## src/rtl/imm_pkg.sv

```systemverilog
// Shared types and constants for the immediate generator pipeline.
package imm_pkg;

  localparam int XLEN_DEFAULT = 32;

  typedef enum logic [2:0] {
    IMM_I     = 3'b000,
    IMM_U     = 3'b001,
    IMM_S     = 3'b010,
    IMM_B     = 3'b011,
    IMM_J     = 3'b100,
    IMM_SHAMT = 3'b101,
    IMM_CSR   = 3'b110,
    IMM_ILL   = 3'b111
  } immsrc_t;

  // Skid buffer occupancy states
  localparam logic [1:0] SB_EMPTY = 2'd0;
  localparam logic [1:0] SB_ONE   = 2'd1;
  localparam logic [1:0] SB_TWO   = 2'd2;

endpackage

```

## src/rtl/imm_gen_pipe_if.sv

```systemverilog
// Instruction-in / immediate-out bus of imm_gen_pipe, plus flush and debug state.
interface imm_gen_pipe_if #(
  parameter int XLEN  = 32,
  parameter int TAG_W = 5
) ();
  // Handshake: a transfer happens on a rising edge where valid and ready are
  // both high; in_* and out_* sides are independent, and in_ready is registered.
  logic             flush;
  logic             in_valid;
  logic             in_ready;
  logic [31:0]      in_instr;
  logic [2:0]       in_immsrc;
  logic [TAG_W-1:0] in_tag;
  logic             out_valid;
  logic             out_ready;
  logic [XLEN-1:0]  out_imm;
  logic [TAG_W-1:0] out_tag;
  logic             out_err;
  logic [1:0]       dbg_state;

  modport master (
    output flush, in_valid, in_instr, in_immsrc, in_tag, out_ready,
    input  in_ready, out_valid, out_imm, out_tag, out_err, dbg_state
  );

  modport slave (
    input  flush, in_valid, in_instr, in_immsrc, in_tag, out_ready,
    output in_ready, out_valid, out_imm, out_tag, out_err, dbg_state
  );
endinterface

```

## src/rtl/skid_buffer.sv

```systemverilog
// Two-entry skid buffer (main + skid) with registered in_ready and flush.
module skid_buffer
  import imm_pkg::*;
#(
  parameter int W = 8
) (
  input  logic         clk,
  input  logic         rst,
  input  logic         flush,
  input  logic         in_valid,
  output logic         in_ready,
  input  logic [W-1:0] in_data,
  output logic         out_valid,
  input  logic         out_ready,
  output logic [W-1:0] out_data,
  output logic [1:0]   dbg_state
);

  logic [1:0]   state, state_nx;
  logic [W-1:0] main_q, skid_q;
  logic         in_fire, out_fire;
  logic         load_main, load_skid, move_skid;

  assign out_valid = (state != SB_EMPTY);
  assign out_data  = main_q;
  assign dbg_state = state;
  assign in_fire   = in_valid & in_ready;
  assign out_fire  = out_valid & out_ready;

  assign load_main = in_fire & ((state == SB_EMPTY) | ((state == SB_ONE) & out_fire));
  assign load_skid = in_fire & (state == SB_ONE) & ~out_fire;
  assign move_skid = (state == SB_TWO) & out_fire;

  always_comb begin
    state_nx = state;
    if (flush) begin
      state_nx = SB_EMPTY;
    end else begin
      case (state)
        SB_EMPTY: if (in_fire) state_nx = SB_ONE;
        SB_ONE: begin
          if (out_fire && !in_fire)      state_nx = SB_EMPTY;
          else if (!out_fire && in_fire) state_nx = SB_TWO;
        end
        SB_TWO:   if (out_fire) state_nx = SB_ONE;
        default:  state_nx = SB_EMPTY;
      endcase
    end
  end

  // in_ready mirrors "skid will be empty", so it never depends on out_ready combinationally
  always_ff @(posedge clk or posedge rst) begin
    if (rst) begin
      state    <= SB_EMPTY;
      in_ready <= 1'b0;
      main_q   <= '0;
      skid_q   <= '0;
    end else begin
      state    <= state_nx;
      in_ready <= (state_nx != SB_TWO);
      if (!flush) begin
        if (load_main)      main_q <= in_data;
        else if (move_skid) main_q <= skid_q;
        if (load_skid)      skid_q <= in_data;
      end
    end
  end

endmodule

```

## src/rtl/imm_gen_pipe.sv

```systemverilog
// RISC-V immediate decoder feeding a two-entry skid buffer.
module imm_gen_pipe
  import imm_pkg::*;
#(
  parameter int XLEN  = XLEN_DEFAULT,
  parameter int TAG_W = 5
) (
  input  logic       clk,
  input  logic       rst,
  imm_gen_pipe_if.slave bus
);

  generate
    if (!(XLEN == 32 || XLEN == 64)) begin : g_bad_xlen
      $error("imm_gen_pipe: XLEN must be 32 or 64");
    end
  endgenerate

  localparam int PW = XLEN + TAG_W + 1;

  logic [31:0]     ins;
  logic [XLEN-1:0] imm;
  logic            err;
  logic [PW-1:0]   pay_in, pay_out;

  assign ins = bus.in_instr;

  // Signed size casts perform the sign extension from instr[31] up to XLEN
  always_comb begin
    imm = '0;
    err = 1'b0;
    case (immsrc_t'(bus.in_immsrc))
      IMM_I: imm = XLEN'($signed(ins[31:20]));
      IMM_U: imm = XLEN'($signed({ins[31:12], 12'b0}));
      IMM_S: imm = XLEN'($signed({ins[31:25], ins[11:7]}));
      IMM_B: imm = XLEN'($signed({ins[31], ins[7], ins[30:25], ins[11:8], 1'b0}));
      IMM_J: imm = XLEN'($signed({ins[31], ins[19:12], ins[20], ins[30:21], 1'b0}));
      IMM_SHAMT: begin
        imm[4:0] = ins[24:20];
        if (XLEN == 64) imm[5] = ins[25];
      end
      IMM_CSR: imm[4:0] = ins[19:15];
      IMM_ILL: err = 1'b1;
      default: err = 1'b1;
    endcase
  end

  assign pay_in = {imm, bus.in_tag, err};

  skid_buffer #(.W(PW)) u_skid (
    .clk       (clk),
    .rst       (rst),
    .flush     (bus.flush),
    .in_valid  (bus.in_valid),
    .in_ready  (bus.in_ready),
    .in_data   (pay_in),
    .out_valid (bus.out_valid),
    .out_ready (bus.out_ready),
    .out_data  (pay_out),
    .dbg_state (bus.dbg_state)
  );

  assign bus.out_imm = pay_out[PW-1 -: XLEN];
  assign bus.out_tag = pay_out[TAG_W:1];
  assign bus.out_err = pay_out[0];

endmodule

```

## src/flat_wrapper.sv

```systemverilog
// flat-port wrapper written by rule: the top's interface ports become plain ports
module imm_gen_pipe_flat import imm_pkg::*;
#(
  parameter int XLEN  = XLEN_DEFAULT,
  parameter int TAG_W = 5
)
  (clk, rst, bus_flush, bus_in_valid, bus_in_instr, bus_in_immsrc, bus_in_tag, bus_out_ready, bus_in_ready, bus_out_valid, bus_out_imm, bus_out_tag, bus_out_err, bus_dbg_state);
  imm_gen_pipe_if #(.XLEN(XLEN), .TAG_W(TAG_W)) bus_i ();
  input  logic clk;
  input  logic rst;
  input wire logic [$bits(bus_i.flush)-1:0] bus_flush;
  input wire logic [$bits(bus_i.in_valid)-1:0] bus_in_valid;
  input wire logic [$bits(bus_i.in_instr)-1:0] bus_in_instr;
  input wire logic [$bits(bus_i.in_immsrc)-1:0] bus_in_immsrc;
  input wire logic [$bits(bus_i.in_tag)-1:0] bus_in_tag;
  input wire logic [$bits(bus_i.out_ready)-1:0] bus_out_ready;
  output wire logic [$bits(bus_i.in_ready)-1:0] bus_in_ready;
  output wire logic [$bits(bus_i.out_valid)-1:0] bus_out_valid;
  output wire logic [$bits(bus_i.out_imm)-1:0] bus_out_imm;
  output wire logic [$bits(bus_i.out_tag)-1:0] bus_out_tag;
  output wire logic [$bits(bus_i.out_err)-1:0] bus_out_err;
  output wire logic [$bits(bus_i.dbg_state)-1:0] bus_dbg_state;
  assign bus_i.flush = bus_flush;
  assign bus_i.in_valid = bus_in_valid;
  assign bus_i.in_instr = bus_in_instr;
  assign bus_i.in_immsrc = bus_in_immsrc;
  assign bus_i.in_tag = bus_in_tag;
  assign bus_i.out_ready = bus_out_ready;
  assign bus_in_ready = bus_i.in_ready;
  assign bus_out_valid = bus_i.out_valid;
  assign bus_out_imm = bus_i.out_imm;
  assign bus_out_tag = bus_i.out_tag;
  assign bus_out_err = bus_i.out_err;
  assign bus_dbg_state = bus_i.dbg_state;
  imm_gen_pipe #(.XLEN(XLEN), .TAG_W(TAG_W)) u_core (.clk(clk), .rst(rst), .bus(bus_i));
endmodule
```

## config.mk

```make
export PLATFORM = sky130hd
export DESIGN_NAME = imm_gen_pipe_flat
export DESIGN_NICKNAME = d
export VERILOG_FILES = /design/src/rtl/imm_pkg.sv /design/src/rtl/imm_gen_pipe_if.sv /design/src/rtl/skid_buffer.sv /design/src/rtl/imm_gen_pipe.sv /design/src/flat_wrapper.sv
export SDC_FILE = /design/constraint.sdc
export NUM_CORES = 1
export LEC_CHECK = 0
export BUFFER_PORTS_ARGS = -buffer_cell sky130_fd_sc_hd__buf_2
export CAP_MARGIN = 20
export CORE_AREA = 4 4 85 119
export CTS_CLUSTER_DIAMETER = 120
export DETAILED_ROUTE_END_ITERATION = 6
export DIE_AREA = 0 0 89 123
export PLACE_DENSITY = 0.67
export SLEW_MARGIN = 30
export SYNTH_ARGS = -nofsm -noshare
export SYNTH_HDL_FRONTEND = slang
export SYNTH_HIERARCHICAL = 1
export SYNTH_SLANG_ARGS = --single-unit
```

## constraint.sdc

```tcl
create_clock -name clk -period 6.05 [get_ports clk]
set_clock_uncertainty 0.05 [all_clocks]
set_input_delay 0 -clock clk [delete_from_list [all_inputs] [get_ports clk]]
set_output_delay 0 -clock clk [all_outputs]
set_load 0.02 [all_outputs]
```

==> impl_metrics.csv <==
group,metric,value,unit
placed_design,dp_cells,486,
placed_design,hpwl,5870,µm
placed_design,place_area,4450,µm²
floorplanning,core.rowCount,41,
drt,drt_iter0_drc,132,
synthesis,yosys.area.top_type,"dfrtp_1",
placed_design,gp_congestion,0.755,
worst_hold_path,hold_path_class,"in2reg",
synthesis,yosysSeqAreaShare,49.5,%
power,ir_worst_vdd,0.270,mV
sta,slew_violations,0,
synthesis,synth_area,3990,µm²
synthesis,synth_area_leaders,"dfrtp_1 (49%), mux2_2 (27%), mux2_1 (5.6%)",
placed_design,detailedPlace.worstSlack,3.55,ns
power,p_leak,2.38,nW
drt,drc,0,
setup_path,critical_path.cell_chain,"nor2b_1 -> or3_1 -> a21oi_4 -> buf_4 -> mux2_2",
setup_path,r2r_start,"u_core/u_skid/dbg_state[0]",
synthesis,synthArstFlopShare,100,%
sta,worst_slew_pin_slew,0.739,ns
global_route,grtUsageTotal,16.7,%
global_route,grt_max_degree,80,
sta,finalSetupViolCount,0,
floorplanning,die_w,89,µm
setup_path,critical_path_buf_inv_count,1,
floorplanning,die_area,10900,µm²
cts,cts_resized,0,
setup_path,cpLargestDelayFamily,"simple AND/OR/NAND/NOR gates",
final_layout,n_antenna_cell,0,
floorplanning,fp.dieH,123,µm
cts,clk_pin_slew,0.06,ns
drt,viasPerCell,5.35,
global_route,grt_pass1_wl,13900,µm
synthesis,synth-main-ff-cell,"dfrtp_1",
setup_path,critPathKind,"reg2reg",
power,p_total,1.78,mW
drt,wirelength,8670,µm
worst_hold_path,whs_path_depth,3,
sta,fin_ws,3.56,ns
worst_hold_path,hold_end,"u_core/u_skid/skid_q[13]",
setup_path,r2r_cells,5,
floorplanning,coreArea,8980,µm²
global_route,antenna_found_initial,0,
status,outcome,"complete, no violations",
synthesis,yosys-top-cells-count,"mux2_2 (95), dfrtp_1 (79), nand2_1 (21), mux2_1 (20)",
synthesis,yosysUniqueCellTypes,36,
floorplanning,io_pins,87,
synthesis,synth_edf_count,0,
setup_path,cp.required,6.21,ns
final_layout,instances_no_fill,510,
setup_path,rrSetupSlack,3.56,ns
setup_path,slowest_stage,"or3_1",
sta,timing.fmax,401,MHz
placed_design,io_buffers,79,
cts,worstSkewPairLatency,0.33,ns
sta,slew_headroom,50.7,%
worst_hold_path,worstHoldStart,"bus_in_instr[27]",
cts,cts_tree,"yes",
drt,drt-wirelength-per-cell,17.0,µm
sta,finalCritPeriodShare,41.2,%
synthesis,synth_top_area_share,49.5,%
drt,drt_pass1_iterations,4,
sta,setup_total_negative_slack,0,ns
power,powerDensity,368,nW/µm²
final_layout,fin_area,4840,µm²
floorplanning,initial_core_util,44.5,%
drt,antenna_left,0,
setup_path,r2r_end,"u_core/u_skid/out_data[30]",
synthesis,synthMostInstantiatedCell,"mux2_2",
final_layout,nets,443,
setup_path,cp.arrival,2.65,ns
setup_path,critPathMaxStageDelay,0.58,ns
cts,h-tree-depth,3,
sta,hold_slack,0.0239,ns
job,max-cap-violations,0,
sta,hold_viol,0,
setup_path,startpoint_type,"flop",
cts,cts_num_sinks,79,
sta,rsz0062_at_grt,"no",
synthesis,yosys_warnings,6,
sta,fin_crit,2.49,ns
cts,clockBufferDepth,2,
cts,clock-root-buffer,"clkbuf_16",
global_route,grt_pass1_vias,2832,
final_layout,area_growth,21.1,%
final_layout,n_fill_cell,778,
setup_path,worstPathMaxFanout,38,
final_layout,final_core_util,53.9,%
setup_path,crit_path_end_kind,"flop",
synthesis,synth_area_per_cell,12.7,µm²
synthesis,postSynthCellCount,314,
final_layout,drive_gt1_share,49.6,%
synthesis,syn_nets,359,
global_route,grt-ovfl-total,0,
drt,num_vias,2729,
synthesis,synth-seq-cells,79,
cts,cts_buffers,9,
## worst reg2reg max path: stages, from the launching register on
cell and delay [ns]:
dfrtp_1 0.44, nor2b_1 0.19, or3_1 0.58, a21oi_4 0.22
buf_4 0.48, mux2_2 0.42
## how the worst max path moves through the flow
| stage | from | end | slack, ns | cells past startpoint |
|---|---|---|---|---|
| global route | u_core/u_skid/dbg_state[0] | u_core/u_skid/out_data[36] | 3.47 | 5 |
| floorplan | u_core/u_skid/dbg_state[0] | u_core/u_skid/out_data[0] | 3.96 | 7 |
| global placement | u_core/u_skid/dbg_state[0] | u_core/u_skid/out_data[30] | 3.60 | 5 |
| finish | u_core/u_skid/dbg_state[0] | u_core/u_skid/out_data[30] | 3.56 | 5 |
| detailed placement | u_core/u_skid/dbg_state[0] | u_core/u_skid/out_data[30] | 3.55 | 5 |
| CTS | u_core/u_skid/dbg_state[0] | u_core/u_skid/out_data[30] | 3.53 | 5 |
## registers in the layout, summed over array words and instances, names as in the netlist
signal and flops:
u_core/u_skid/out_data 38, u_core/u_skid/skid_q 38, u_core/u_skid/in_ready 1, u_core/u_skid/dbg_state 2
## kinds of logic after synthesis
family	synth area share, %
AND/OR/NAND/NOR	7.96
buffers and inverters	3.26
AO/OA/AOI/OAI	6.86
multiplexers	32.4
flip-flops	49.5
## what timing repair did
| item | CTS | global route |
|---|---|---|
| buffers inserted | 0 | 0 |
| hold buffers | 8 | 0 |
| endpoints found under the hold margin | 92 | 0 |
## layer usage
layer  vias to the layer above  part of all wire (%)  global-route usage [%]  routed length (µm)
li1                       1292                     -                       -                   -
met3                        11                   4.4                    4.07                 384
met1                      1376                    41                    19.4                3530
met4                         0                   2.0                    6.70                 170
met2                        50                    53                    29.1                4580
met5                         -                     0                       0                   0
## cells in the final DEF (no fill, tap or decap), types with 6 or more instances in the layout
master,n
o21ai_1,13
and2_1,7
buf_2,79
nand2b_1,6
mux2_2,95
nor2b_1,13
dlygate4sd3_1,8
nand2_1,21
mux2_1,20
dfrtp_1,79
clkbuf_16,9
## layout make-up
cell class	instances	area (µm²)	area share, %
sequential	79	1980	40.9
timing repair buffer	91	509	10.5
inverter	4	16.3	0.336
clock buffer	13	270	5.59
tap	107	134	2.77
multi-input combinational	213	1890	39.1
clock inverter	3	40.0	0.828
## power by group
group          switching (mW)  leakage [nW]  internal (mW)  total [mW]
sequential             0.0645          1.02          0.675       0.739
clock                   0.203         0.156          0.352       0.555
combinational           0.254          1.21          0.233       0.487
total                   0.522          2.38           1.26        1.78
No activity file was read; power rests on OpenSTA's default activity.
